**config.mk**
```make
export PLATFORM = sky130hd
export DESIGN_NAME = rv32_m_ext_unit
export DESIGN_NICKNAME = d
export VERILOG_FILES = /design/src/rtl/rv32_m_ext_unit.sv
export SDC_FILE = /design/constraint.sdc
export NUM_CORES = 1
export LEC_CHECK = 0
export ABC_AREA = 1
export CORE_MARGIN = 4
export CORE_UTILIZATION = 49
export DETAILED_ROUTE_END_ITERATION = 10
export PLACE_DENSITY = 0.79
export SYNTH_ARGS = -nofsm -noshare
export SYNTH_HDL_FRONTEND = slang
export SYNTH_SLANG_ARGS = --single-unit
```
**constraint.sdc**
```tcl
create_clock -name i_clk -period 6.5 [get_ports i_clk]
set_input_delay 1.95 -clock i_clk [delete_from_list [all_inputs] [get_ports i_clk]]
set_output_delay 1.95 -clock i_clk [all_outputs]
set_load 0.01 [all_outputs]
```
**src/rtl/rv32_m_ext_unit.sv**
```systemverilog
// -----------------------------------------------------------------------------
// rv32_m_ext_unit
//
// External RV32M multiply/divide responder. The core's ex stage raises a
// one-cycle start pulse with rs1, rs2 and funct3, then stalls until this unit
// returns the result together with a one-cycle acknowledge. No architectural
// state is kept here.
//
// Operation: operand magnitudes and result-sign flags are captured on the
// start edge. Multiplies run an unsigned shift-add over the magnitudes and
// divides run a restoring divider, one bit per cycle, both sharing a single
// 2*XLEN accumulator. Two's-complement sign correction is applied to the final
// step's value. Division by zero and the signed-overflow case bypass the
// iteration.
//
// Latency, counting the accepting edge as edge 0:
//   normal op         : o_ack high in cycle XLEN+2 (34)
//   early-exit divide : o_ack high in cycle 2
//
// Optional feature (macro RV32M_FAST_MUL_EN):
//   defined   - funct3 0..3 use a combinational 33x33 signed multiplier and
//               acknowledge in cycle 1; divides stay iterative.
//   undefined - every op uses the iterative path; no multiplier is inferred.
//
// Ports:
//   i_clk   in   1     clock
//   i_rst   in   1     asynchronous active-high reset
//   i_en    in   1     start pulse, accepted only while IDLE
//   i_rs1   in   XLEN  operand A (multiplicand / dividend)
//   i_rs2   in   XLEN  operand B (multiplier / divisor)
//   i_f3    in   3     0 MUL, 1 MULH, 2 MULHSU, 3 MULHU,
//                      4 DIV, 5 DIVU, 6 REM, 7 REMU
//   o_res   out  XLEN  result; valid with o_ack and held until the next start
//   o_ack   out  1     one-cycle completion pulse
//   o_busy  out  1     high from the cycle after a start through the ack cycle
// -----------------------------------------------------------------------------
module rv32_m_ext_unit #(
    parameter int XLEN = 32
) (
    input  logic            i_clk,
    input  logic            i_rst,
    input  logic            i_en,
    input  logic [XLEN-1:0] i_rs1,
    input  logic [XLEN-1:0] i_rs2,
    input  logic [2:0]      i_f3,
    output logic [XLEN-1:0] o_res,
    output logic            o_ack,
    output logic            o_busy
);

    localparam int              CW       = $clog2(XLEN);
    localparam logic [XLEN-1:0] MIN_NEG  = {1'b1, {(XLEN-1){1'b0}}};
    localparam logic [XLEN-1:0] ONE      = {{(XLEN-1){1'b0}}, 1'b1};
    localparam logic [CW-1:0]   CNT_LOAD = CW'(XLEN-1);

    typedef enum logic [1:0] {
        IDLE,
        PREP,
        CALC,
        DONE
    } state_t;

    state_t              state_reg;
    logic [2:0]          f3_reg;
    logic [XLEN-1:0]     a_mag_reg;
    logic [XLEN-1:0]     b_mag_reg;
    logic                neg_a_reg;
    logic                neg_b_reg;
    logic [2*XLEN-1:0]   acc_reg;
    logic [CW-1:0]       cnt_reg;

    // ---------------------------------------------------------------------
    // Operand signedness and magnitudes for the incoming request
    // ---------------------------------------------------------------------
    logic            sgn_a_in;
    logic            sgn_b_in;
    logic            neg_a_in;
    logic            neg_b_in;
    logic [XLEN-1:0] a_mag_in;
    logic [XLEN-1:0] b_mag_in;

    always_comb begin
        sgn_a_in = 1'b0;
        sgn_b_in = 1'b0;
        case (i_f3)
            3'd0, 3'd1, 3'd4, 3'd6: begin
                sgn_a_in = 1'b1;
                sgn_b_in = 1'b1;
            end
            3'd2:    sgn_a_in = 1'b1;   // MULHSU: only rs1 is signed
            default: ;
        endcase
    end

    assign neg_a_in = sgn_a_in & i_rs1[XLEN-1];
    assign neg_b_in = sgn_b_in & i_rs2[XLEN-1];
    // The most negative value maps onto itself, which is its correct
    // unsigned magnitude.
    assign a_mag_in = neg_a_in ? -i_rs1 : i_rs1;
    assign b_mag_in = neg_b_in ? -i_rs2 : i_rs2;

    // ---------------------------------------------------------------------
    // One iteration step of each algorithm
    // ---------------------------------------------------------------------
    logic              is_div;
    logic [XLEN:0]     mul_sum;
    logic [2*XLEN-1:0] mul_step;
    logic [XLEN:0]     div_shift;
    logic [XLEN:0]     div_diff;
    logic              div_ge;
    logic [2*XLEN-1:0] div_step;
    logic [2*XLEN-1:0] fin_acc;

    assign is_div = f3_reg[2];

    // Multiply: acc = {partial product high, remaining multiplier bits}.
    // Conditionally add the multiplicand to the high half, then shift right.
    assign mul_sum  = {1'b0, acc_reg[2*XLEN-1:XLEN]}
                    + (acc_reg[0] ? {1'b0, a_mag_reg} : {(XLEN+1){1'b0}});
    assign mul_step = {mul_sum, acc_reg[XLEN-1:1]};

    // Divide: acc = {partial remainder, dividend bits / quotient bits}.
    // Shift the next dividend bit into the remainder and trial-subtract.
    // div_shift is below 2*divisor, so bit XLEN of the difference is a
    // clean borrow flag.
    assign div_shift = acc_reg[2*XLEN-1:XLEN-1];
    assign div_diff  = div_shift - {1'b0, b_mag_reg};
    assign div_ge    = ~div_diff[XLEN];
    assign div_step  = {div_ge ? div_diff[XLEN-1:0] : div_shift[XLEN-1:0],
                        acc_reg[XLEN-2:0], div_ge};

    assign fin_acc = is_div ? div_step : mul_step;

    // ---------------------------------------------------------------------
    // Sign correction and result selection. This is formed from the last
    // step's value so the result lands in o_res as the FSM enters DONE,
    // making the DONE cycle the acknowledge cycle.
    // ---------------------------------------------------------------------
    logic              res_neg;
    logic [2*XLEN-1:0] prod_fix;
    logic [XLEN-1:0]   quo_fix;
    logic [XLEN-1:0]   rem_fix;
    logic [XLEN-1:0]   res_calc;

    assign res_neg  = neg_a_reg ^ neg_b_reg;
    assign prod_fix = res_neg ? -fin_acc : fin_acc;
    assign quo_fix  = res_neg ? -fin_acc[XLEN-1:0] : fin_acc[XLEN-1:0];
    assign rem_fix  = neg_a_reg ? -fin_acc[2*XLEN-1:XLEN] : fin_acc[2*XLEN-1:XLEN];

    always_comb begin
        res_calc = prod_fix[XLEN-1:0];
        case (f3_reg)
            3'd0:             res_calc = prod_fix[XLEN-1:0];
            3'd1, 3'd2, 3'd3: res_calc = prod_fix[2*XLEN-1:XLEN];
            3'd4, 3'd5:       res_calc = quo_fix;
            default:          res_calc = rem_fix;
        endcase
    end

    // ---------------------------------------------------------------------
    // Division special cases resolved straight from the latched operands
    // ---------------------------------------------------------------------
    logic            div_zero;
    logic            div_ovf;
    logic [XLEN-1:0] dividend;
    logic [XLEN-1:0] res_early;

    assign div_zero = (b_mag_reg == '0);
    // Negative flags only exist for signed ops, so this matches exactly
    // rs1 = most-negative, rs2 = -1 for DIV/REM.
    assign div_ovf  = neg_a_reg & neg_b_reg & (a_mag_reg == MIN_NEG) & (b_mag_reg == ONE);
    assign dividend = neg_a_reg ? -a_mag_reg : a_mag_reg;

    always_comb begin
        if (div_zero) begin
            res_early = f3_reg[1] ? dividend : {XLEN{1'b1}};
        end else begin
            res_early = f3_reg[1] ? {XLEN{1'b0}} : MIN_NEG;
        end
    end

`ifdef RV32M_FAST_MUL_EN
    // Single-cycle product: sign-extend each operand by one bit according to
    // its signedness so one signed multiplier covers all four multiply ops.
    logic signed [XLEN:0]     fast_a;
    logic signed [XLEN:0]     fast_b;
    logic signed [2*XLEN+1:0] fast_prod;
    logic        [XLEN-1:0]   fast_res;

    assign fast_a    = {sgn_a_in & i_rs1[XLEN-1], i_rs1};
    assign fast_b    = {sgn_b_in & i_rs2[XLEN-1], i_rs2};
    assign fast_prod = (2*XLEN+2)'(fast_a) * (2*XLEN+2)'(fast_b);
    assign fast_res  = (i_f3[1:0] == 2'd0) ? fast_prod[XLEN-1:0]
                                           : fast_prod[2*XLEN-1:XLEN];
`endif

    // ---------------------------------------------------------------------
    // Control FSM with registered outputs
    // ---------------------------------------------------------------------
    always_ff @(posedge i_clk or posedge i_rst) begin
        if (i_rst) begin
            state_reg <= IDLE;
            f3_reg    <= '0;
            a_mag_reg <= '0;
            b_mag_reg <= '0;
            neg_a_reg <= 1'b0;
            neg_b_reg <= 1'b0;
            acc_reg   <= '0;
            cnt_reg   <= '0;
            o_res     <= '0;
            o_ack     <= 1'b0;
            o_busy    <= 1'b0;
        end else begin
            case (state_reg)
                IDLE: begin
                    o_ack  <= 1'b0;
                    o_busy <= 1'b0;
                    if (i_en) begin
                        f3_reg    <= i_f3;
                        a_mag_reg <= a_mag_in;
                        b_mag_reg <= b_mag_in;
                        neg_a_reg <= neg_a_in;
                        neg_b_reg <= neg_b_in;
                        o_busy    <= 1'b1;
`ifdef RV32M_FAST_MUL_EN
                        if (!i_f3[2]) begin
                            o_res     <= fast_res;
                            o_ack     <= 1'b1;
                            state_reg <= DONE;
                        end else begin
                            state_reg <= PREP;
                        end
`else
                        state_reg <= PREP;
`endif
                    end
                end
                PREP: begin
                    if (is_div && (div_zero || div_ovf)) begin
                        o_res     <= res_early;
                        o_ack     <= 1'b1;
                        state_reg <= DONE;
                    end else begin
                        // Multiply walks the multiplier, divide walks the dividend.
                        acc_reg   <= {{XLEN{1'b0}}, (is_div ? a_mag_reg : b_mag_reg)};
                        cnt_reg   <= CNT_LOAD;
                        state_reg <= CALC;
                    end
                end
                CALC: begin
                    acc_reg <= fin_acc;
                    cnt_reg <= cnt_reg - 1'b1;
                    if (cnt_reg == '0) begin
                        o_res     <= res_calc;
                        o_ack     <= 1'b1;
                        state_reg <= DONE;
                    end
                end
                DONE: begin
                    // Acknowledge cycle; a start seen here is deliberately dropped.
                    o_ack     <= 1'b0;
                    o_busy    <= 1'b0;
                    state_reg <= IDLE;
                end
                default: state_reg <= IDLE;
            endcase
        end
    end

endmodule

```
=== Word-level counts from Yosys, hierarchy flattened ===
Cells that the tools add are included.

* Bits in registers: 174
* Input port bits: 70
* Output and inout port bits: 34
* Word-level logic and storage cells: 96

* Add/sub/neg operators: 9
* Eq/ne operators: 18
* Mux-type cells: 32
* Bitwise logic cells: 7
* Reductions and logical operators: 19

{| class="wikitable"
|+ Operator list
! operator !! count
|-
| 32-bit 2-to-1 mux || 13
|-
| 64-bit 2-to-1 mux || 3
|-
| 32-bit negation || 5
|-
| 64-bit case mux with 2 select lines || 1
|-
| 32-bit case mux with 3 select lines || 1
|-
| 64-bit negation || 1
|-
| 32-bit case mux with 2 select lines || 1
|-
| 32-bit by 32-bit adder with 33-bit output || 1
|-
| 33-bit by 32-bit subtractor with 33-bit output || 1
|-
| 32-bit by 1-bit equality test with 1-bit output (second input constant) || 1
|-
| 32-bit equality test (second input constant) || 1
|-
| 32-bit logical NOT || 1
|-
| 3-bit equality test (second input constant) || 4
|-
| 5-bit case mux with 2 select lines || 1
|-
| 3-bit by 2-bit equality test with 1-bit output (second input constant) || 3
|-
| 2-bit != test (second input constant) || 4
|-
| 2-bit case mux with 4 select lines || 1
|-
| 2-bit AND reduction || 4
|-
| 3-bit by 1-bit equality test with 1-bit output (second input constant) || 2
|-
| 3-bit logical NOT || 2
|-
| 1-bit 2-to-1 mux || 6
|-
| 1-bit bitwise AND || 5
|-
| 5-bit logical NOT || 1
|-
| 5-bit 2-to-1 mux || 1
|-
| other kinds (17) || 21
|}

=== Logic depth before layout (Yosys ltp) ===
Gate-level depths: netlist of the first run.

* Word-level depth: 8
* Mapped depth: 38
* Depth with buffers taken out: 38

=== Least setup slack after synthesis of the first run ===
Ideal clock, no wire load.

* Kind: input-to-reg
* Start point: input port i_rs2[0]
* End point: register b_mag_reg[30]
* Library setup time: 0.133 ns
* Data arrival time: 4.090 ns
* Data required time: 6.367 ns
* Slack: 2.277 ns
* Stages: 19
* Buffers on the path: 0
* Cells stage by stage: inv_1 -> ha_1 -> inv_1 -> nor3_1 -> nand2_1 -> nor3_1 -> nand2_1 -> nor3_1 -> nand3_1 -> nor2_1 -> nand3_1 -> nor2_1 -> nand2_1 -> nor3_1 -> nor2_1 -> a21oi_1 -> o21ai_0 -> xnor2_1 -> o21ai_0

* Longest elaborated chain between the ends: 2

{| class="wikitable"
|+ RTL lines
! what !! RTL line !! source
|-
| from (decl) || 44 || <nowiki>input logic [XLEN-1:0] i_rs2,</nowiki>
|-
| 32-bit negation || 100 || <nowiki>assign b_mag_in = neg_b_in ? -i_rs2 : i_rs2;</nowiki>
|-
| 32-bit 2-to-1 mux || 100 ||
|-
| to (signal assigned) || 221 || <nowiki>b_mag_reg <= b_mag_in;</nowiki>
|-
| to (decl) || 66 || <nowiki>logic [XLEN-1:0] b_mag_reg;</nowiki>
|}

No other way between the ends.
A chain may end at the register's enable or synchronous reset.

=== Worst setup path after layout of the first run ===
* Start point: register acc_reg[31]
* End point: register o_res[30]

* Longest elaborated chain between the ends: 8
* Elaborated cells on any way between the ends: 13
* Those cells by class: 4 x add/sub; 8 x mux; 1 x bitwise

{| class="wikitable"
|+ RTL lines
! what !! RTL line !! source
|-
| from (decl) || 69 || <nowiki>logic [2*XLEN-1:0] acc_reg;</nowiki>
|-
| from (signal assigned) || 245 || <nowiki>acc_reg <= {{XLEN{1'b0}}, (is_div ? a_mag_reg : b_mag_reg)};</nowiki>
|-
| from (signal assigned) || 251 || <nowiki>acc_reg <= fin_acc;</nowiki>
|-
| 33-bit by 32-bit subtractor with 33-bit output || 127 || <nowiki>assign div_diff = div_shift - {1'b0, b_mag_reg};</nowiki>
|-
| 32-bit 2-to-1 mux / 1-bit NOT (equally long branches) || 129, 128 ||
|-
| 64-bit 2-to-1 mux * || 132 || <nowiki>assign fin_acc = is_div ? div_step : mul_step;</nowiki>
|-
| 64-bit negation (tied with other cells) || 146 || <nowiki>assign prod_fix = res_neg ? -fin_acc : fin_acc;</nowiki>
|-
| 64-bit 2-to-1 mux (tied with other cells) || 146 ||
|-
| 32-bit case mux with 3 select lines * || 152 || <nowiki>case (f3_reg)</nowiki>
|-
| 32-bit 2-to-1 mux * || 253 || <nowiki>if (cnt_reg == '0) begin</nowiki>
|-
| 32-bit case mux with 2 select lines * || 214 || <nowiki>case (state_reg)</nowiki>
|-
| to (signal assigned) || 240 || <nowiki>o_res <= res_early;</nowiki>
|-
| to (signal assigned) || 254 || <nowiki>o_res <= res_calc;</nowiki>
|-
| to (decl) || 46 || <nowiki>output logic [XLEN-1:0] o_res,</nowiki>
|}

Mark *: on every way between the ends. The rest lies on a longest branch, timed or not. The select of a mux whose other input is x is not followed.

==> results of run 1 <==
[path summary, 6_finish.rpt]
check	startpoint	to	slack [ns]	depth (start not counted)
worst max-delay path	acc_reg[31]$_DFFE_PP0P_	o_res[30]$_DFFE_PP0P_	1.11	36
worst min-delay path	b_mag_reg[8]$_DFFE_PP0P_	b_mag_reg[8]$_DFFE_PP0P_	0.50	2
worst max register to register	acc_reg[31]$_DFFE_PP0P_	o_res[30]$_DFFE_PP0P_	1.11	36
worst min register to register	b_mag_reg[8]$_DFFE_PP0P_	b_mag_reg[8]$_DFFE_PP0P_	0.50	2
max in group asynchronous	i_rst	a_mag_reg[7]$_DFFE_PP0P_	3.50	3
min in group asynchronous	i_rst	acc_reg[34]$_DFFE_PP0P_	1.86	2
[routing by layer]
layer  global-route usage [%]  vias to the layer above  part of all wire (%)
li1                         -                    10700                     -
met1                     50.3                    10500                    40
met2                     53.3                     1464                    41
met3                     8.40                      271                    12
met4                     20.6                        2                   6.7
met5                        0                        -                 0.016
[cell usage in the layout (no fill, tap or decap), types with 3 or more instances in the layout]
| cell type | n |
|---|---|
| nand3_1 | 256 |
| buf_4 | 31 |
| ha_1 | 76 |
| inv_6 | 3 |
| o21bai_1 | 9 |
| clkinv_1 | 5 |
| xor2_1 | 72 |
| o21ai_2 | 4 |
| clkinv_8 | 8 |
| nand3b_1 | 26 |
| o211ai_1 | 68 |
| nor4_1 | 15 |
| a21oi_1 | 163 |
| clkdlybuf4s50_1 | 103 |
| nor2_4 | 11 |
| nand2_1 | 957 |
| or2_2 | 8 |
| nand4_1 | 21 |
| clkbuf_16 | 17 |
| nand2_2 | 44 |
| inv_2 | 12 |
| nor2_1 | 362 |
| nor2_2 | 18 |
| o21ai_0 | 282 |
| a31oi_1 | 12 |
| a21o_1 | 5 |
| a21oi_2 | 9 |
| and2_1 | 5 |
| o22ai_1 | 21 |
| nand3_2 | 12 |
| o31ai_1 | 5 |
| inv_12 | 4 |
| nand2_4 | 7 |
| xnor2_1 | 20 |
| inv_1 | 435 |
| o21ai_1 | 11 |
| nor3_1 | 41 |
| dfrtp_1 | 172 |
[stage by stage]
step / std cells / hold slack, ns / cell area, µm² / util, % / worst slack, ns
floorplan: 3307 / 0.453 / 19500 / - / 2.28
global placement: 3841 / 0.467 / 20900 / 53.6 / 1.57
detailed placement: 3841 / 0.485 / 20900 / 53.6 / 1.40
CTS: 3873 / 0.503 / 21500 / 55.2 / 1.37
global route: 3873 / 0.545 / 21500 / 55.2 / 0.706
finish: 3874 / 0.499 / 21500 / 55.2 / 1.11
[worst max-delay path, delay by kind of cell, from the launching register on]
| family | cells | cell delay, ns |
|---|---|---|
| AND/OR/NAND/NOR | 25 | 3.30 |
| AO/OA/AOI/OAI | 2 | 0.31 |
| buffers and inverters | 6 | 0.58 |
| flip-flops | 1 | 0.40 |
| adder cells (fa/ha/maj) | 3 | 0.70 |
[layout make-up]
| cell class | count | area [µm²] | share of cell area (%) |
|---|---|---|---|
| clock inverters | 15 | 221 | 1.03 |
| well taps | 518 | 648 | 3.01 |
| repair buffers | 135 | 1280 | 5.96 |
| inverters | 453 | 1700 | 7.91 |
| multi-input cells | 2561 | 12900 | 59.9 |
| clock buffers | 17 | 425 | 1.97 |
| flip-flops and latches | 174 | 4360 | 20.2 |
| diodes | 1 | 2.50 | 0.0116 |
[cells by family (layout without fill, tap and decap cells)]
logic type	Yosys count	count (layout)	share of synthesized area, %
AND/OR/NAND/NOR	1789	1789	39.5
buffers and inverters	572	620	11.6
XOR/XNOR	92	92	4.13
flip-flops	174	174	22.3
adder cells (fa/ha/maj)	79	79	5.15
multiplexers	2	2	0.109
AO/OA/AOI/OAI	599	599	17.2
other	0	1	0
==> impl_metrics.tcl, run 1 <==
set metrics [dict create \
    clock_sinks 174 \
    synth_cells 3307 \
    core_area_mm2 0.0390 \
    hold_buffers 0 \
    antenna_left 0 \
    grt_max_degree 101 \
    period_share_pct 83.0 \
    yosys.area.top_type "dfrtp_1" \
    antenna_found_initial 3 \
    slowest_stage "dfrtp_1" \
    start_util_pct 50.0 \
    chipHeight_um 207 \
    setup_violations 0 \
    grt_pass1_vias 20600 \
    post-synth-top-count-cell "nand2_1" \
    fill_cells 4070 \
    synth-edff-count 0 \
    ctsRootBufferMaster "clkbuf_16" \
    path_max_fanout 13 \
    grt_setup_unrepaired "false" \
    cts_made_buffers 17 \
    yosys_warnings 0 \
    clock_path_buffers 2 \
    synthTopCellsByArea "dfrtp_1 (22%), nand2_1 (18%), inv_1 (8.4%)" \
    firstDrtPassIters 7 \
    synth_ff_type "dfrtp_1" \
    cts_tree "built" \
    place_congestion 1.09 \
    portBuffers 103 \
    worst-slew-pin-transition_ns 1.07 \
    slew_headroom_pct 28.6 \
    startpoint_type "register" \
    synth_area_per_cell_um2 5.89 \
    status "completed" \
    max_freq_mhz 185 \
    slowest_delay_ns 0.40 \
    gr-usage-all-layers_pct 36.7 \
    route.detailed.drc 0 \
    crit_type "register to register" \
    skew_ns 0.0209 \
    maxCapViolations 0 \
    placement_rows 72 \
    top_level_ports 104 \
    hpwl_um 64900 \
    wire_per_inst_um 21.2 \
    final_nets 3491 \
    maxSlewViolCount 0 \
    synth_top_area_share_pct 22.3 \
    async_reset_ff_share_pct 100 \
    setup-tns-final_ns 0 \
    grt_pass1_wl_um 123000 \
    clkTransAtPathRegs_ns 0.09 \
    crit_top_cell "nand2_1" \
    fp.dieW_um 207 \
    viasPerCell 5.92 \
    largest_register_ff_count 64 \
    grt-ovfl-total 0 \
    hold_viol_final 0 \
    synth_seq_cells 174 \
    yosysSeqAreaShare_pct 22.3 \
    syn_nets 3456 \
    post_cts_buffers 0 \
    cp-end-kind "register" \
    synthesis.area_mm2 0.0195 \
    ys_top_cells_by_count "nand2_1 (958), inv_1 (437), nor2_1 (362)" \
    hold_path_class "register to register" \
    drt_wl_total_um 82300 \
    syn2layout_area_growth_pct 10.5 \
    ctsResizeCount 0 \
    critPathArrivalTime_ns 5.79 \
    drt-initial-drc-count 3356 \
    insertion_delay_ns 0.48 \
    via_count 22900 \
    drive_gt1_share_pct 5.99 \
    synth.distinct_cells 54 \
    die_area_mm2 0.0430 \
    cp.required_ns 6.89 \
    htreeDepth 4 \
    period_needed_ns 5.39 \
]
Power of run 1 is not shown: default switching activity piles up to over one toggle a cycle in this logic, so the estimate is an artifact.
==> run 2: changes to the inputs <==
==> constraint.sdc (replaced) <==
create_clock -name i_clk -period 4.89 [get_ports i_clk]
set_input_delay 1.467 -clock i_clk [delete_from_list [all_inputs] [get_ports i_clk]]
set_output_delay 1.467 -clock i_clk [all_outputs]
set_load 0.01 [all_outputs]
==> impl_metrics.tcl, run 2 (synthesis gave the netlist of run 1 again) <==
set metrics [dict create \
    status "completed" \
    cts_made_buffers 17 \
    setup_violations 0 \
    crit_type "register to register" \
    dp.cells 3858 \
    hpwl_um 61300 \
    via_count 23100 \
    worst-slew-pin-transition_ns 1.04 \
    cp.required_ns 5.29 \
    whs_ns 0.489 \
    hold_path_depth 2 \
    die_area_mm2 0.0430 \
    placement_rows 72 \
    grt_max_degree 110 \
    startpoint_type "register" \
    start_util_pct 50.0 \
    clock_sinks 174 \
    drive_gt1_share_pct 6.76 \
    ctsRootBufferMaster "clkbuf_16" \
    grt_pass1_vias 20300 \
    drt-initial-drc-count 3837 \
    slowest_stage "dfrtp_1" \
    rr_worst_depth 36 \
    viasPerCell 5.94 \
    ff2ff_setup_slack_ns 0.32 \
    worstHoldStart "b_mag_reg[11]$_DFFE_PP0P_" \
    clkTransAtPathRegs_ns 0.08 \
    maxSlewViolCount 0 \
    syn2layout_area_growth_pct 11.4 \
    largest_register_ff_count 64 \
    cp-end-kind "register" \
    final_nets 3511 \
    drt_wl_total_um 78600 \
    hold_path_class "register to register" \
    firstDrtPassIters 7 \
    skew_ns 0.0162 \
    gr-usage-all-layers_pct 34.6 \
    hold_viol_final 0 \
    grt-ovfl-total 0 \
    slew_headroom_pct 30.2 \
    critPathArrivalTime_ns 4.97 \
    layout_commonest_cell "nand2_1" \
    diodes 0 \
    wire_per_inst_um 20.2 \
    period_needed_ns 4.57 \
    maxCapViolations 0 \
    antenna_left 0 \
    slowest_delay_ns 0.40 \
    portBuffers 103 \
    r2r_start "acc_reg[31]$_DFFE_PP0P_" \
    final_cell_mix "nand2_1 (957), inv_1 (435), nor2_1 (358), o21ai_0 (281), nand3_1 (253)" \
    max_freq_mhz 219 \
    clock_path_buffers 2 \
    core_area_mm2 0.0390 \
    fp.dieW_um 207 \
    min_to "b_mag_reg[11]$_DFFE_PP0P_" \
    place_congestion 1.14 \
    cts_tree "built" \
    period_share_pct 93.5 \
    r2r-end "o_res[30]$_DFFE_PP0P_" \
    fin_cells 3893 \
    route.detailed.drc 0 \
    insertion_delay_ns 0.47 \
    htreeDepth 4 \
    antenna_found_initial 1 \
    crit_top_cell "nand2_1" \
    path_max_fanout 5 \
    grt_pass1_wl_um 117000 \
    top_level_ports 104 \
    chipHeight_um 207 \
]
run 2: worst max-delay path, delay by kind of cell (launching register included):
kind                     cells  cell delay [ns]
AND/OR/NAND/NOR             25             2.54
AO/OA/AOI/OAI                2             0.30
buffers and inverters        6             0.53
flip-flops                   1             0.40
adder cells (fa/ha/maj)      3             0.70
run 2: area by class of cell:
type	instances	area [µm²]
Tap cell	518	648
Sequential cell	174	4360
Multi-Input combinational cell	2561	12900
Inverter	453	1700
Fill cell	3963	17300
Clock inverter	15	199
Clock buffer	17	425
Timing Repair Buffer	155	1460
run 2: stage by stage:
stage / setup TNS, ns / area (µm²) / utilization [%] / setup WS [ns]
finish: 0 / 21700 / 55.7 / 0.320
detailed placement: 0 / 21000 / 53.9 / 0.237
global route: -0.0172 / 21700 / 55.7 / -0.0172
floorplan: 0 / 19500 / - / 0.878
CTS: 0 / 21700 / 55.5 / 0.181
global placement: 0 / 21000 / 53.9 / 0.397
run 2: worst max path at each step:
stage                     cells after the start               startpoint               endpoint  slack, ns
after detailed placement                     36  acc_reg[31]$_DFFE_PP0P_  o_res[30]$_DFFE_PP0P_       0.24
final                                        36  acc_reg[31]$_DFFE_PP0P_  o_res[30]$_DFFE_PP0P_       0.32
after CTS                                    36  acc_reg[31]$_DFFE_PP0P_  o_res[30]$_DFFE_PP0P_       0.18
after global routing                         30  acc_reg[31]$_DFFE_PP0P_   o_res[8]$_DFFE_PP0P_      -0.02
after global placement                       36  acc_reg[31]$_DFFE_PP0P_  o_res[30]$_DFFE_PP0P_       0.40
after floorplan                              37  acc_reg[31]$_DFFE_PP0P_  o_res[22]$_DFFE_PP0P_       0.88
run 2: timing repair:
item,CTS,global route
buffers inserted,0,3
hold endpoints to repair,0,0
hold buffers,0,0
endpoints found under the setup margin,0,16
resized for setup,0,9
run 2: per-layer routing:
| metal | part of all wire (%) | global-route usage (%) |
|---|---|---|
| met2 | 39 | 48.9 |
| met1 | 39 | 46.6 |
| met4 | 7.8 | 21.1 |
| met5 | 0 | 0 |
| met3 | 14 | 10.1 |
Power of run 2 is left out for the same reason.
